File: config.mk
export PLATFORM = sky130hd
export DESIGN_NAME = if_fetch_unit_flat
export DESIGN_NICKNAME = d
export VERILOG_FILES = /design/src/rtl/if_fetch_unit_if.sv /design/src/rtl/if_fetch_unit.sv /design/src/flat_wrapper.sv
export SDC_FILE = /design/constraint.sdc
export NUM_CORES = 1
export LEC_CHECK = 0
export BUFFER_PORTS_ARGS = -buffer_cell sky130_fd_sc_hd__buf_2
export CORE_MARGIN = 2
export CORE_UTILIZATION = 40
export DETAILED_ROUTE_END_ITERATION = 12
export MAX_ROUTING_LAYER = met4
export PLACE_DENSITY = 0.65
export RECOVER_POWER = 25
export SYNTH_ARGS = -nofsm -noshare
export SYNTH_HDL_FRONTEND = slang
export SYNTH_SLANG_ARGS = --single-unit
export TNS_END_PERCENT = 1
File: constraint.sdc
create_clock -name clk -period 2.61 [get_ports clk]
set_input_delay 0.3915 -clock clk [delete_from_list [all_inputs] [get_ports clk]]
set_output_delay 0.3915 -clock clk [all_outputs]
set_load 0.02 [all_outputs]
File: src/rtl/if_fetch_unit_if.sv
// ---------------------------------------------------------------------------
// if_fetch_unit_if
// Groups the instruction-fetch signals: the NPC loop, the redirect and stall
// inputs from later stages, the instruction-memory request/response channel,
// and the IF/ID pipeline register outputs.
//   master : fetch unit side (drives pc_out, imem_req/addr, ifid_*)
//   slave  : environment side (drives npc_in, flush*, id_stall, imem_ready,
//            imem_rvalid, imem_rdata)
// ---------------------------------------------------------------------------
interface if_fetch_unit_if;
    logic [31:0] pc_out;
    logic [31:0] npc_in;
    logic        flush;
    logic [31:0] flush_pc;
    logic        id_stall;
    logic        imem_req;
    logic [31:0] imem_addr;
    logic        imem_ready;
    logic        imem_rvalid;
    logic [31:0] imem_rdata;
    logic        ifid_valid;
    logic [31:0] ifid_pc;
    logic [31:0] ifid_inst;

    modport master (
        output pc_out, imem_req, imem_addr, ifid_valid, ifid_pc, ifid_inst,
        input  npc_in, flush, flush_pc, id_stall, imem_ready, imem_rvalid, imem_rdata
    );

    modport slave (
        input  pc_out, imem_req, imem_addr, ifid_valid, ifid_pc, ifid_inst,
        output npc_in, flush, flush_pc, id_stall, imem_ready, imem_rvalid, imem_rdata
    );
endinterface

File: src/rtl/if_fetch_unit.sv
// ---------------------------------------------------------------------------
// if_fetch_unit
// Instruction fetch stage: keeps the fetch PC, issues one instruction-memory
// request at a time, and writes the returned word into the IF/ID register.
// A decode stall parks a returned word in a one-entry hold buffer; a flush
// redirects the PC and marks any in-flight response to be dropped.
// Ports:
//   clk       : clock, all state on rising edge
//   rst       : synchronous active-high reset
//   io_fetch  : if_fetch_unit_if.master (NPC loop, flush/stall, imem, IF/ID)
// ---------------------------------------------------------------------------
module if_fetch_unit #(
    parameter logic [31:0] RESET_PC = 32'h0000_0000
) (
    input  logic              clk,
    input  logic              rst,
    if_fetch_unit_if.master   io_fetch
);
    typedef enum logic [1:0] {
        S_REQ  = 2'd0,
        S_WAIT = 2'd1,
        S_HOLD = 2'd2
    } state_t;

    state_t      r_state;
    state_t      w_state_nxt;
    logic        r_drop;
    logic        w_drop_nxt;
    logic [31:0] r_pc;
    logic [31:0] r_hold_pc;
    logic [31:0] r_hold_inst;
    logic        r_ifid_valid;
    logic [31:0] r_ifid_pc;
    logic [31:0] r_ifid_inst;

    logic        w_flush;
    logic        w_stall;
    logic        w_resp;
    logic        w_capture;
    logic        w_deliver_mem;
    logic        w_deliver_hold;
    logic        w_deliver;
    logic [31:0] w_deliver_pc;
    logic [31:0] w_deliver_inst;

    assign w_flush = io_fetch.flush;
    assign w_stall = io_fetch.id_stall;

    // rvalid is only meaningful while a request is outstanding; a stray
    // strobe from a request issued before reset is ignored in REQ/HOLD.
    assign w_resp         = (r_state == S_WAIT) && io_fetch.imem_rvalid;
    assign w_deliver_mem  = w_resp && !r_drop && !w_flush && !w_stall;
    assign w_capture      = w_resp && !r_drop && !w_flush &&  w_stall;
    assign w_deliver_hold = (r_state == S_HOLD) && !w_flush && !w_stall;
    assign w_deliver      = w_deliver_mem || w_deliver_hold;
    assign w_deliver_pc   = w_deliver_hold ? r_hold_pc   : r_pc;
    assign w_deliver_inst = w_deliver_hold ? r_hold_inst : io_fetch.imem_rdata;

    // State register
    always_ff @(posedge clk) begin
        if (rst) begin
            r_state <= S_REQ;
            r_drop  <= 1'b0;
        end else begin
            r_state <= w_state_nxt;
            r_drop  <= w_drop_nxt;
        end
    end

    // Next-state logic
    always_comb begin
        w_state_nxt = r_state;
        w_drop_nxt  = r_drop;
        case (r_state)
            S_REQ: begin
                // A flush in the same cycle the request is accepted still
                // lets the old-PC request go out, so its response must be dropped.
                if (io_fetch.imem_ready) begin
                    w_state_nxt = S_WAIT;
                    w_drop_nxt  = w_flush;
                end
            end
            S_WAIT: begin
                if (io_fetch.imem_rvalid) begin
                    w_drop_nxt  = 1'b0;
                    w_state_nxt = w_capture ? S_HOLD : S_REQ;
                end else if (w_flush) begin
                    w_drop_nxt  = 1'b1;
                end
            end
            S_HOLD: begin
                if (w_flush || !w_stall) begin
                    w_state_nxt = S_REQ;
                end
            end
            default: begin
                w_state_nxt = S_REQ;
                w_drop_nxt  = 1'b0;
            end
        endcase
    end

    // Output logic
    always_comb begin
        io_fetch.imem_req = (r_state == S_REQ);
    end

    assign io_fetch.imem_addr  = r_pc;
    assign io_fetch.pc_out     = r_pc;
    assign io_fetch.ifid_valid = r_ifid_valid;
    assign io_fetch.ifid_pc    = r_ifid_pc;
    assign io_fetch.ifid_inst  = r_ifid_inst;

    // PC, IF/ID register and hold buffer
    always_ff @(posedge clk) begin
        if (rst) begin
            r_pc         <= RESET_PC;
            r_ifid_valid <= 1'b0;
            r_ifid_pc    <= 32'h0;
            r_ifid_inst  <= 32'h0;
            r_hold_pc    <= 32'h0;
            r_hold_inst  <= 32'h0;
        end else begin
            if (w_flush) begin
                r_pc         <= io_fetch.flush_pc;
                r_ifid_valid <= 1'b0;
                r_hold_pc    <= 32'h0;
                r_hold_inst  <= 32'h0;
            end else begin
                if (w_deliver) begin
                    r_pc         <= io_fetch.npc_in;
                    r_ifid_valid <= 1'b1;
                    r_ifid_pc    <= w_deliver_pc;
                    r_ifid_inst  <= w_deliver_inst;
                end else if (!w_stall) begin
                    r_ifid_valid <= 1'b0;
                end
                if (w_capture) begin
                    r_hold_pc   <= r_pc;
                    r_hold_inst <= io_fetch.imem_rdata;
                end
            end
        end
    end
endmodule

File: src/flat_wrapper.sv
// flat-port wrapper written by rule: the top's interface ports become plain ports
module if_fetch_unit_flat 
#(
    parameter logic [31:0] RESET_PC = 32'h0000_0000
)
  (clk, rst, io_fetch_pc_out, io_fetch_imem_req, io_fetch_imem_addr, io_fetch_ifid_valid, io_fetch_ifid_pc, io_fetch_ifid_inst, io_fetch_npc_in, io_fetch_flush, io_fetch_flush_pc, io_fetch_id_stall, io_fetch_imem_ready, io_fetch_imem_rvalid, io_fetch_imem_rdata);
  if_fetch_unit_if io_fetch_i ();
  input  logic clk;
  input  logic rst;
  output wire logic [$bits(io_fetch_i.pc_out)-1:0] io_fetch_pc_out;
  output wire logic [$bits(io_fetch_i.imem_req)-1:0] io_fetch_imem_req;
  output wire logic [$bits(io_fetch_i.imem_addr)-1:0] io_fetch_imem_addr;
  output wire logic [$bits(io_fetch_i.ifid_valid)-1:0] io_fetch_ifid_valid;
  output wire logic [$bits(io_fetch_i.ifid_pc)-1:0] io_fetch_ifid_pc;
  output wire logic [$bits(io_fetch_i.ifid_inst)-1:0] io_fetch_ifid_inst;
  input wire logic [$bits(io_fetch_i.npc_in)-1:0] io_fetch_npc_in;
  input wire logic [$bits(io_fetch_i.flush)-1:0] io_fetch_flush;
  input wire logic [$bits(io_fetch_i.flush_pc)-1:0] io_fetch_flush_pc;
  input wire logic [$bits(io_fetch_i.id_stall)-1:0] io_fetch_id_stall;
  input wire logic [$bits(io_fetch_i.imem_ready)-1:0] io_fetch_imem_ready;
  input wire logic [$bits(io_fetch_i.imem_rvalid)-1:0] io_fetch_imem_rvalid;
  input wire logic [$bits(io_fetch_i.imem_rdata)-1:0] io_fetch_imem_rdata;
  assign io_fetch_pc_out = io_fetch_i.pc_out;
  assign io_fetch_imem_req = io_fetch_i.imem_req;
  assign io_fetch_imem_addr = io_fetch_i.imem_addr;
  assign io_fetch_ifid_valid = io_fetch_i.ifid_valid;
  assign io_fetch_ifid_pc = io_fetch_i.ifid_pc;
  assign io_fetch_ifid_inst = io_fetch_i.ifid_inst;
  assign io_fetch_i.npc_in = io_fetch_npc_in;
  assign io_fetch_i.flush = io_fetch_flush;
  assign io_fetch_i.flush_pc = io_fetch_flush_pc;
  assign io_fetch_i.id_stall = io_fetch_id_stall;
  assign io_fetch_i.imem_ready = io_fetch_imem_ready;
  assign io_fetch_i.imem_rvalid = io_fetch_imem_rvalid;
  assign io_fetch_i.imem_rdata = io_fetch_imem_rdata;
  if_fetch_unit #(.RESET_PC(RESET_PC)) u_core (.clk(clk), .rst(rst), .io_fetch(io_fetch_i));
endmodule
**Word-level counts from Yosys, hierarchy flattened**

Index checks and enable logic that the tools add are counted.

- Equality and inequality tests: 7
- Multiplexer cells: 15
- Bitwise gates (word level): 2
- Reductions and logical operators: 18

Operators with widths:

| cell | count |
|---|---|
| $mux 32 | 4 |
| $mux 2 | 4 |
| $logic_and 1x1->1 | 7 |
| $pmux 2 s3 | 1 |
| $reduce_and 3->1 | 2 |
| $mux 1 | 5 |
| $ne 2x1->1 const B | 2 |
| $ne 2x2->1 const B | 2 |
| $logic_not 1->1 | 3 |
| $ne 3x3->1 const B | 1 |
| $pmux 1 s3 | 1 |
| $eq 2x1->1 const B | 1 |
| $eq 2x2->1 const B | 1 |
| $logic_not 2->1 | 1 |
| $logic_or 1x1->1 | 2 |
| $not 1->1 | 2 |
| $reduce_and 2->1 | 1 |
| $reduce_bool 2->1 | 1 |
| $reduce_or 2->1 | 1 |

- Register bits: 164
- Input port bits: 102
- Output and inout bits: 130
- Word-level logic and storage cells: 50

**Logic depth before layout (Yosys ltp)**

Gate-level depths: netlist (run 1).

- Depth after elaboration: 8
- Depth in mapped cells: 7

**Worst setup path after synthesis (run 1)**

Ideal clock, no wire load.

- Path type: input to register
- Start point: in io_fetch_id_stall
- End point: reg u_core.r_pc[21] (netlist: u_core.io_fetch.imem_addr[21])
- Setup time: 0.119 ns
- Arrival: 1.515 ns
- Path slack: 0.977 ns
- Stages on the path: 6
- Path buffers: 3
- Cells stage by stage: buf_2 > or2_2 > clkbuf_1 > buf_2 > o311a_1 > o221a_1

- Longest elaborated chain between the ends: 4
- Elaborated cells between the ends (all ways): 5
- Those cells by class: reduce/logical: 5

RTL lines:

| what | line | RTL |
|---|---|---|
| from (decl) | flat_wrapper.sv:19 | `input wire logic [$bits(io_fetch_i.id_stall)-1:0] io_fetch_id_stall;` |
| $logic_not 1->1 * | if_fetch_unit.sv:52, if_fetch_unit.sv:54 |  |
| $logic_and 1x1->1, on equally long branches | if_fetch_unit.sv:52, if_fetch_unit.sv:54 |  |
| $logic_or 1x1->1 * | if_fetch_unit.sv:55 | `assign w_deliver = w_deliver_mem \|\| w_deliver_hold;` |
| $reduce_bool 2->1 (no line) * | -- |  |
| to (signal assigned) | if_fetch_unit.sv:125 | `r_pc <= io_fetch.flush_pc;` |
| to (signal assigned) | if_fetch_unit.sv:131 | `r_pc <= io_fetch.npc_in;` |
| to (decl) | if_fetch_unit.sv:29 | `logic [31:0] r_pc;` |

Mark *: on every way between the ends. The rest lies on a longest branch, timed or not.
A chain may end at the register's enable or synchronous reset.

**Worst setup path after layout (run 1)**

- Start point: reg u_core.r_state[0]
- End point: reg u_core.r_ifid_inst[17] (netlist: u_core.io_fetch.ifid_inst[17])

- Longest elaborated chain between the ends: 7
- Elaborated cells between the ends (all ways): 11
- Those cells by class: eq/ne: 2; mux: 1; reduce/logical: 8

RTL lines:

| what | line | RTL |
|---|---|---|
| from (decl) | if_fetch_unit.sv:25 | `state_t r_state;` |
| from (signal assigned) | if_fetch_unit.sv:65 | `r_state <= w_state_nxt;` |
| $eq 2x1->1 | if_fetch_unit.sv:51 | `assign w_resp = (r_state == S_WAIT) && io_fetch.imem_rvalid;` |
| $logic_and 1x1->1 | if_fetch_unit.sv:51 |  |
| $logic_and 1x1->1 (3 in series) | if_fetch_unit.sv:52 | `assign w_deliver_mem = w_resp && !r_drop && !w_flush && !w_stall;` |
| $logic_or 1x1->1 | if_fetch_unit.sv:55 |  |
| $reduce_and 2->1 (no line) | -- |  |
| to (signal assigned) | if_fetch_unit.sv:134 | `r_ifid_inst <= w_deliver_inst;` |
| to (decl) | if_fetch_unit.sv:34 | `logic [31:0] r_ifid_inst;` |

Parallel ways exist; a longest one is shown, timed or not.

==> flow_summary.toml, run 1 <==
[critical_path]
path_depth = 4
criticalPathCategory = "reg -> reg"
path_buf_inv = 1
startpoint = "u_core.r_state[0]$_SDFFE_PP0P_"
cp-end-kind = "register"
crit_family = "flip-flops"
reg2reg_slack_ns = 0.52
arrival_ns = 2.44
r2r-start = "u_core.r_state[0]$_SDFFE_PP0P_"
r2r_cells = 4
crit_fanout = 63
cp_slowest_cell = "dfxtp_1"
crit_path_end = "u_core.io_fetch.ifid_inst[17]$_SDFFE_PP0P_"
path_cells = "and4bb_4 -> buf_12 -> o311ai_0 -> a21oi_1"
cp.required_ns = 2.97
r2r_end = "u_core.io_fetch.ifid_inst[17]$_SDFFE_PP0P_"
critical_path.max_stage_delay_ns = 0.66
cp-start-kind = "register"

[finish]
area_growth_pct = 19.9
fin_nets = 1150
nFillCells = 2065
postLayoutCellArea_um2 = 10100
drive_above_1_share_pct = 22.0

[grt]
track_usage_pct = 23.2
antenna_found_initial = 11
first_global_vias = 7457
grt-ovfl-total = 0
grt_pass1_wl_mm = 39.8
grt_max_degree = 70

[synthesis]
yosysSeqAreaShare_pct = 39.1
synth_compound_area_share_pct = 35.8
yosysWarnings = 0
synthFlopType = "dfxtp_1"
synthAdderAreaFrac_pct = 0
yosysTopAreaCellShare_pct = 39.1
synthCells = 915
ys_types = 37
yosysTopAreaCell = "dfxtp_1"
synth_xor_xnor_area_share_pct = 0
synth_nets = 1017
synth-edff-count = 0
syn_area_per_cell_um2 = 9.18
ys_top_cells_by_count = "164 x dfxtp_1, 130 x a21oi_1, 65 x mux2i_1, 65 x nand3_1"
yosysMostFrequentCell = "dfxtp_1"
synth-simple-area-share_pct = 7.67
synth_area_leaders = "dfxtp_1 39%, a21oi_1 7.7%, mux2i_1 7.7%, o311ai_0 6.7%, o21bai_1 5.7%"
synthMuxAreaShare_pct = 7.75
synthesis.area_um2 = 8400
async_reset_ff_share_pct = 0
synth_seq_cells = 164
synth_top_family_by_area = "compound AO/OA/AOI/OAI gates"

[power_and_ir_drop]
clkPwrFrac_pct = 43.6
comb_power_share_pct = 13.3
sequentialPowerShare_pct = 43.1
p_int_uw = 4540
power_leakage_uw = 0.00351
power_density_nw_per_um2 = 611
swShare_pct = 26.1
p_switching_uw = 1600
ir_drop_v = 0.000400

[timing]
slew_violations = 0
whs_ns = 0.159
worstMarginPinSlew_ns = 0.774
rsz0062_at_grt = "false"
worst_slack_ns = 0.524
slew_headroom_pct = 48.4
setup_viol = 0
final.setup_skew_ns = 0.00525
period_share_pct = 79.9
fin_crit_ns = 2.09
max_freq_ghz = 0.479
setup_tns_ns = 0
hold_viol = 0

[route]
drt-initial-drc-count = 403
drc = 0
wl_per_cell_um = 18.9
vias_per_cell = 5.84
num_vias = 7854
routed_wl_mm = 25.4
antenna_left = 0
firstDrtPassIters = 5

[floorplan]
coreArea_um2 = 20800
start_util_pct = 40.3
die_w_um = 149
floorplan.die_area_um2 = 22200
die_y_um = 149
num_rows = 53
io_pins = 232

[clock_tree]
clockBufferDepth = 2
cts_max_level = 4
cts_tree = "built"
clk_latency_ns = 0.43
cts_num_sinks = 164
cts-buffers-inserted = 17
cts.repair.resized = 0
path_clk_slew_ns = 0.06
ctsRootBufferMaster = "clkbuf_16"
post_cts_buffers = 0
cts_hold_buf = 0

[placed_design]
port_buffers = 231
globalplace.congestion = 0.785
place_ws_ns = 0.502
post_dp_cell_area_um2 = 9500
dp_hpwl_mm = 15.9

[status]
outcome = "completed"

[worst_hold_path]
hold_class = "in -> reg"

[flow_run]
maxCapViolations = 0
[cells by family after synthesis]
group           Yosys count
flops                   164
mux                      65
compound gates          422
buf+inv                 151
simple gates            113
[worst register-to-register path, delay by kind of cell (launching register included)]
kind,cells,cell delay (ns)
AOI/OAI and AO/OA,2,0.40
buffers and inverters,1,0.31
and+or+nand+nor,1,0.65
DFF,1,0.66
[per-stage QoR]
| stage | power, uW | instances | utilization [%] |
|---|---|---|---|
| floorplan | 3250 | 915 | - |
| global placement | 3520 | 1304 | 45.6 |
| detailed placement | 3530 | 1304 | 45.6 |
| CTS | 6210 | 1334 | 48.6 |
| global route | 6370 | 1345 | 48.3 |
| finish | 6150 | 1345 | 48.3 |
[state kept, by name, indices dropped and copies added, names as in the netlist]
name                        count
u_core.io_fetch.ifid_inst      32
u_core.r_hold_pc               32
u_core.r_state                  2
u_core.io_fetch.ifid_pc        32
u_core.io_fetch.imem_addr      32
u_core.io_fetch.ifid_valid      1
u_core.r_hold_inst             32
u_core.r_drop                   1
[final cells by class]
| type | instances | area (um^2) | share of cell area [%] |
|---|---|---|---|
| inverters | 4 | 15.0 | 0.149 |
| clock inverters | 9 | 153 | 1.52 |
| clock buffers | 21 | 470 | 4.67 |
| well taps | 275 | 344 | 3.42 |
| diodes | 11 | 27.5 | 0.273 |
| repair buffers | 261 | 1410 | 14.0 |
| flip-flops and latches | 164 | 3280 | 32.6 |
| multi-input cells | 600 | 4360 | 43.4 |
[metal layers]
| metal | global-route usage, % | up-vias | share of wire (%) |
|---|---|---|---|
| li1 | - | 3785 | - |
| met1 | 27.0 | 3818 | 43 |
| met2 | 39.1 | 219 | 50 |
| met3 | 4.65 | 32 | 4.9 |
| met4 | 9.48 | 0 | 1.7 |
| met5 | - | - | 0 |
[power groups by stage]
stage,sequential [uW],clock (uW),combinational (uW)
after floorplan,2750,0,504
after global placement,2700,0,818
after detailed placement,2710,0,823
after CTS,2650,2730,827
after global routing,2660,2830,880
final,2650,2680,817
[how the worst min path moves through the flow]
stage                                                  start                            endpoint  slack (ns)  cells past startpoint
after floorplan           u_core.r_hold_inst[0]$_SDFFE_PP0P_  u_core.r_hold_inst[0]$_SDFFE_PP0P_        0.45                      2
after global placement      u_core.r_hold_pc[3]$_SDFFE_PP0P_    u_core.r_hold_pc[3]$_SDFFE_PP0P_        0.46                      2
after detailed placement   u_core.r_hold_pc[21]$_SDFFE_PP0P_   u_core.r_hold_pc[21]$_SDFFE_PP0P_        0.47                      2
after CTS                                                rst      u_core.r_state[0]$_SDFFE_PP0P_        0.14                      2
after global routing                                     rst      u_core.r_state[0]$_SDFFE_PP0P_        0.15                      2
final                                                    rst      u_core.r_state[0]$_SDFFE_PP0P_        0.16                      2
[layout by cell type (no fill, tap or decap), types with 2 or more instances in the layout]
cell / n
clkbuf_1: 72
clkbuf_16: 17
o21bai_1: 64
o311a_1: 31
nand2b_1: 32
o221a_2: 3
and2_1: 2
dfxtp_1: 164
inv_1: 3
diode_2: 11
buf_4: 22
bufinv_16: 4
nand3_1: 65
o22a_1: 31
clkinvlp_4: 3
buf_2: 159
o21ai_0: 64
mux2i_1: 65
nor2b_4: 2
a21oi_1: 129
clkinv_2: 2
o221a_1: 30
o311ai_0: 64
clkbuf_8: 3
buf_12: 9
Power figures use the tool's default switching activity.
==> run 2: changes to the inputs <==
Settings changed: PLACE_DENSITY 0.65 to 0.67.
Clock period 2.61 ns to 1.9 ns, I/O delays scaled along.
==> run 2 against run 1 <==
Register-to-register slack got worse by 0.44 ns. Worst setup slack worse by 0.44 ns. First-iteration DRC count up 50%. Via count increased by 1.6%. Die area did not move. Global-route usage rose by 0.44 points. Critical path type unchanged. Largest cell class unchanged.
==> flow_summary.toml, run 2 (synthesis results as in run 1) <==
[status]
outcome = "completed"

[clock_tree]
cts_hold_buf = 0
cts.repair.resized = 0
post_cts_buffers = 0
cts-buffers-inserted = 17
clockBufferDepth = 2
path_clk_slew_ns = 0.07
clk_latency_ns = 0.43
ctsRootBufferMaster = "clkbuf_16"
cts_max_level = 4
cts_tree = "built"
cts_num_sinks = 164

[power_and_ir_drop]
ir_drop_v = 0.000544
power_leakage_uw = 0.00356
power_density_nw_per_um2 = 808

[critical_path]
cp-end-kind = "register"
startpoint = "u_core.r_state[0]$_SDFFE_PP0P_"
cpMostUsedCell = "buf_4"
cp.required_ns = 2.21
r2r-start = "u_core.r_state[0]$_SDFFE_PP0P_"
path_buf_inv = 2
crit_fanout = 17
arrival_ns = 2.12
reg2reg_slack_ns = 0.09
criticalPathCategory = "reg -> reg"
cp_slowest_cell = "nor4b_4"
path_cells = "buf_4 -> nor4b_4 -> buf_4 -> mux2i_1 -> a21oi_1"
r2r_cells = 5
r2r_end = "u_core.io_fetch.ifid_inst[29]$_SDFFE_PP0P_"
crit_family = "buffers and inverters"
crit_path_end = "u_core.io_fetch.ifid_inst[29]$_SDFFE_PP0P_"
cp-start-kind = "register"
critical_path.max_stage_delay_ns = 0.39
path_depth = 5

[grt]
grt-ovfl-total = 0
antenna_found_initial = 4
grt_max_degree = 80
first_global_vias = 7500
track_usage_pct = 23.6
grt_pass1_wl_mm = 40.6

[floorplan]
num_rows = 53
coreArea_um2 = 20800
die_w_um = 149
start_util_pct = 40.3
floorplan.die_area_um2 = 22200
io_pins = 232
die_y_um = 149

[route]
drc = 0
routed_wl_mm = 26.3
vias_per_cell = 5.93
firstDrtPassIters = 5
drt-initial-drc-count = 606
wl_per_cell_um = 19.5
num_vias = 7978
antenna_left = 0

[worst_hold_path]
hold_class = "in -> reg"

[timing]
max_freq_ghz = 0.552
period_share_pct = 95.4
hold_viol = 0
setup_viol = 0
slew_violations = 0
slew_headroom_pct = 49.3
final.setup_skew_ns = 0.00781
fin_crit_ns = 1.81
rsz0062_at_grt = "true"
worstMarginPinSlew_ns = 0.759

[finish]
drive_above_1_share_pct = 23.4
final_cell_mix = "167 x buf_2, 164 x dfxtp_1, 129 x a21oi_1"
area_growth_pct = 20.0
layout_commonest_cell = "buf_2"
fin_nets = 1156
postLayoutCellArea_um2 = 10100
final_cells = 1346

[placed_design]
dp.cells = 1309
globalplace.congestion = 0.820
post_dp_cell_area_um2 = 9570
dp_hpwl_mm = 16.1
port_buffers = 231

[flow_run]
maxCapViolations = 0
## run 2: layout make-up
type                       instances  area (um^2)
fill                            2024        10700
tap                              275          344
inverter                           4         15.0
multi-input combinational        601         4380
sequential                       164         3280
clock buffer                      18          439
timing repair buffer             266         1480
antenna                            4         10.0
clock inverter                    14          130
## run 2: worst min path at each step
stage / from / to / slack, ns / cells past startpoint
2_1_floorplan: rst / u_core.r_state[0]$_SDFFE_PP0P_ / 0.36 / 1
3_3_place_gp: u_core.r_hold_inst[1]$_SDFFE_PP0P_ / u_core.r_hold_inst[1]$_SDFFE_PP0P_ / 0.46 / 2
3_5_place_dp: u_core.r_hold_inst[1]$_SDFFE_PP0P_ / u_core.r_hold_inst[1]$_SDFFE_PP0P_ / 0.47 / 2
4_1_cts: rst / u_core.r_state[0]$_SDFFE_PP0P_ / 0.04 / 2
5_1_grt: rst / u_core.r_state[0]$_SDFFE_PP0P_ / 0.05 / 2
6_report: rst / u_core.r_state[0]$_SDFFE_PP0P_ / 0.06 / 2
## run 2: metrics by stage
step                power (uW)  setup WS (ns)  setup TNS, ns  hold WS [ns]  utilization [%]
finish                    8150         0.0868              0        0.0643             48.4
global route              8470        -0.0756          -1.00        0.0531             48.4
global placement          4860         0.0865              0         0.459             45.9
CTS                       8220         0.0365              0        0.0447             48.7
detailed placement        4870         0.0521              0         0.466             45.9
floorplan                 4460          0.354              0         0.362                -
## run 2: worst register-to-register path: cells and delay by family, from the launching register on
kind / cells / cell delay [ns]
compound gates: 1 / 0.09
flops: 1 / 0.37
simple gates: 1 / 0.39
buf+inv: 2 / 0.57
mux: 1 / 0.27
## run 2: power breakdown
group	switching, uW	internal, uW	total [uW]
registers	117	3520	3640
logic	705	447	1150
clock network	1500	1860	3360
total	2320	5820	8150
## run 2: metal layers
| layer | wire length, um | up-vias | global-route usage (%) |
|---|---|---|---|
| met1 | 11600 | 3859 | 29.6 |
| met3 | 1570 | 38 | 4.83 |
| met2 | 12700 | 298 | 37.5 |
| met4 | 512 | 0 | 8.95 |
| li1 | - | 3783 | - |
| met5 | 0 | - | - |
==> run 3: changes to the inputs <==
Settings changed: CORE_UTILIZATION 40 to 48, PLACE_DENSITY 0.67 to 0.78.
==> run 3 against run 2 <==
Power rose by 3.2%. Register-to-register slack worse by 0.02 ns. First-iteration DRC count increased by 18%. Via count rose by 1.2%. Critical path type unchanged. Largest power group unchanged. Highest routed layer unchanged.
==> flow_summary.toml, run 3 (synthesis results as in run 1) <==
[power_and_ir_drop]
ir_drop_v = 0.000673
power_leakage_uw = 0.00356
power_density_nw_per_um2 = 836

[timing]
max_freq_ghz = 0.547
rsz0062_at_grt = "false"
period_share_pct = 96.3
worstMarginPinSlew_ns = 0.865
slew_violations = 0
fin_crit_ns = 1.83
hold_viol = 0
final.setup_skew_ns = 0.0193
whs_ns = 0.0344
slew_headroom_pct = 42.2
setup_tns_ns = 0
setup_viol = 0

[placed_design]
globalplace.congestion = 0.808
port_buffers = 231
dp_hpwl_mm = 15.4

[clock_tree]
clk_latency_ns = 0.45
path_clk_slew_ns = 0.07
cts-buffers-inserted = 17
ctsRootBufferMaster = "clkbuf_16"
post_cts_buffers = 0
cts_num_sinks = 164
cts_tree = "built"
cts_max_level = 4
clockBufferDepth = 2

[floorplan]
die_w_um = 136
floorplan.die_area_um2 = 18600
die_y_um = 136
start_util_pct = 48.9
io_pins = 232
num_rows = 48
coreArea_um2 = 17200

[route]
drc = 0
drt-initial-drc-count = 717
routed_wl_mm = 25.0
firstDrtPassIters = 5
wl_per_cell_um = 19.3
antenna_left = 0
vias_per_cell = 6.23
num_vias = 8074

[critical_path]
criticalPathCategory = "reg -> reg"
cp-end-kind = "register"
crit_fanout = 26
reg2reg_slack_ns = 0.07
cp-start-kind = "register"
arrival_ns = 2.16
cp.required_ns = 2.23

[status]
outcome = "completed"

[finish]
regArea_um2 = 3280
layout_commonest_cell = "dfxtp_1"
nFillCells = 1553
multiInputGateArea_um2 = 4380
final_cell_mix = "164 x dfxtp_1, 160 x buf_2, 129 x a21oi_1"
fin_nets = 1158
drive_above_1_share_pct = 22.9
area_growth_pct = 19.7

[grt]
antenna_found_initial = 1
track_usage_pct = 27.2
first_global_vias = 7394
grt_max_degree = 82
grt-ovfl-total = 0
grt_pass1_wl_mm = 38.6

[worst_hold_path]
hold_class = "in -> reg"

[flow_run]
maxCapViolations = 0
-- run 3: cell types whose count changed in the layout (fill, tap and decap cells not counted), sizes merged --
cell | before | now
diode | 4 | 1
clkinv | 9 | 4
buf | 203 | 198
bufinv | 1 | 3
clkinvlp | 1 | 0
clkbuf | 81 | 87
inv | 7 | 12
-- run 3: timing repair --
item / CTS / global route
gates cloned: 1 / 0
setup endpoints to repair: 17 / 7
pin swaps: 0 / 0
endpoints found under the hold margin: 0 / 0
hold buffers: 0 / 0
gates resized for setup: 1 / 3
-- run 3: worst max-delay path: stages (launching register included) --
cell and delay (ns):
dfxtp_1 0.47, buf_4 0.25, nand4bb_4 0.25, buf_4 0.31, o311a_1 0.31, o221a_1 0.12
-- run 3: stage by stage --
step                      power (uW)  instances  instance area (um^2)  util (%)  worst slack, ns
after floorplan                 4460        915                  8400         -            0.354
final                           8410       1295                 10000      58.5           0.0710
after global routing            8690       1295                 10000      58.5          0.00358
after detailed placement        4860       1261                  9490      55.3           -0.164
after global placement          4840       1261                  9490      55.3          -0.0731
after CTS                       8450       1294                 10100      58.9           0.0862
-- run 3: layer usage --
| layer | track usage, % | routed length, um | vias to the layer above |
|---|---|---|---|
| li1 | - | - | 3793 |
| met1 | 33.2 | 10300 | 3887 |
| met2 | 44.9 | 12400 | 352 |
| met3 | 5.03 | 1710 | 42 |
| met4 | 9.84 | 565 | 0 |
| met5 | - | 0 | - |
-- run 3: final cells by class --
type | count | share of cell area [%]
Clock inverter | 15 | 1.90
Tap cell | 225 | 2.80
Timing Repair Buffer | 268 | 14.7
Sequential cell | 164 | 32.7
Inverter | 4 | 0.149
Clock buffer | 17 | 4.23
Antenna cell | 1 | 0.0249
Multi-Input combinational cell | 601 | 43.6
-- run 3: power breakdown --
group / leakage (uW) / total (uW) / internal (uW) / switching, uW
Sequential: 0.00133 / 3640 / 3520 / 114
Combinational: 0.00192 / 1150 / 446 / 702
Clock: 0.000304 / 3620 / 2100 / 1520
Total: 0.00356 / 8410 / 6070 / 2330
-- run 3: worst paths after layout --
kind                                                   startpoint                                          to  depth (start not counted)
worst min register to register  u_core.r_hold_pc[16]$_SDFFE_PP0P_           u_core.r_hold_pc[16]$_SDFFE_PP0P_                          2
worst max register to register     u_core.r_state[0]$_SDFFE_PP0P_  u_core.io_fetch.imem_addr[25]$_SDFFE_PP0P_                          5
worst min-delay path                                          rst              u_core.r_state[0]$_SDFFE_PP0P_                          2
worst max-delay path               u_core.r_state[0]$_SDFFE_PP0P_  u_core.io_fetch.imem_addr[25]$_SDFFE_PP0P_                          5
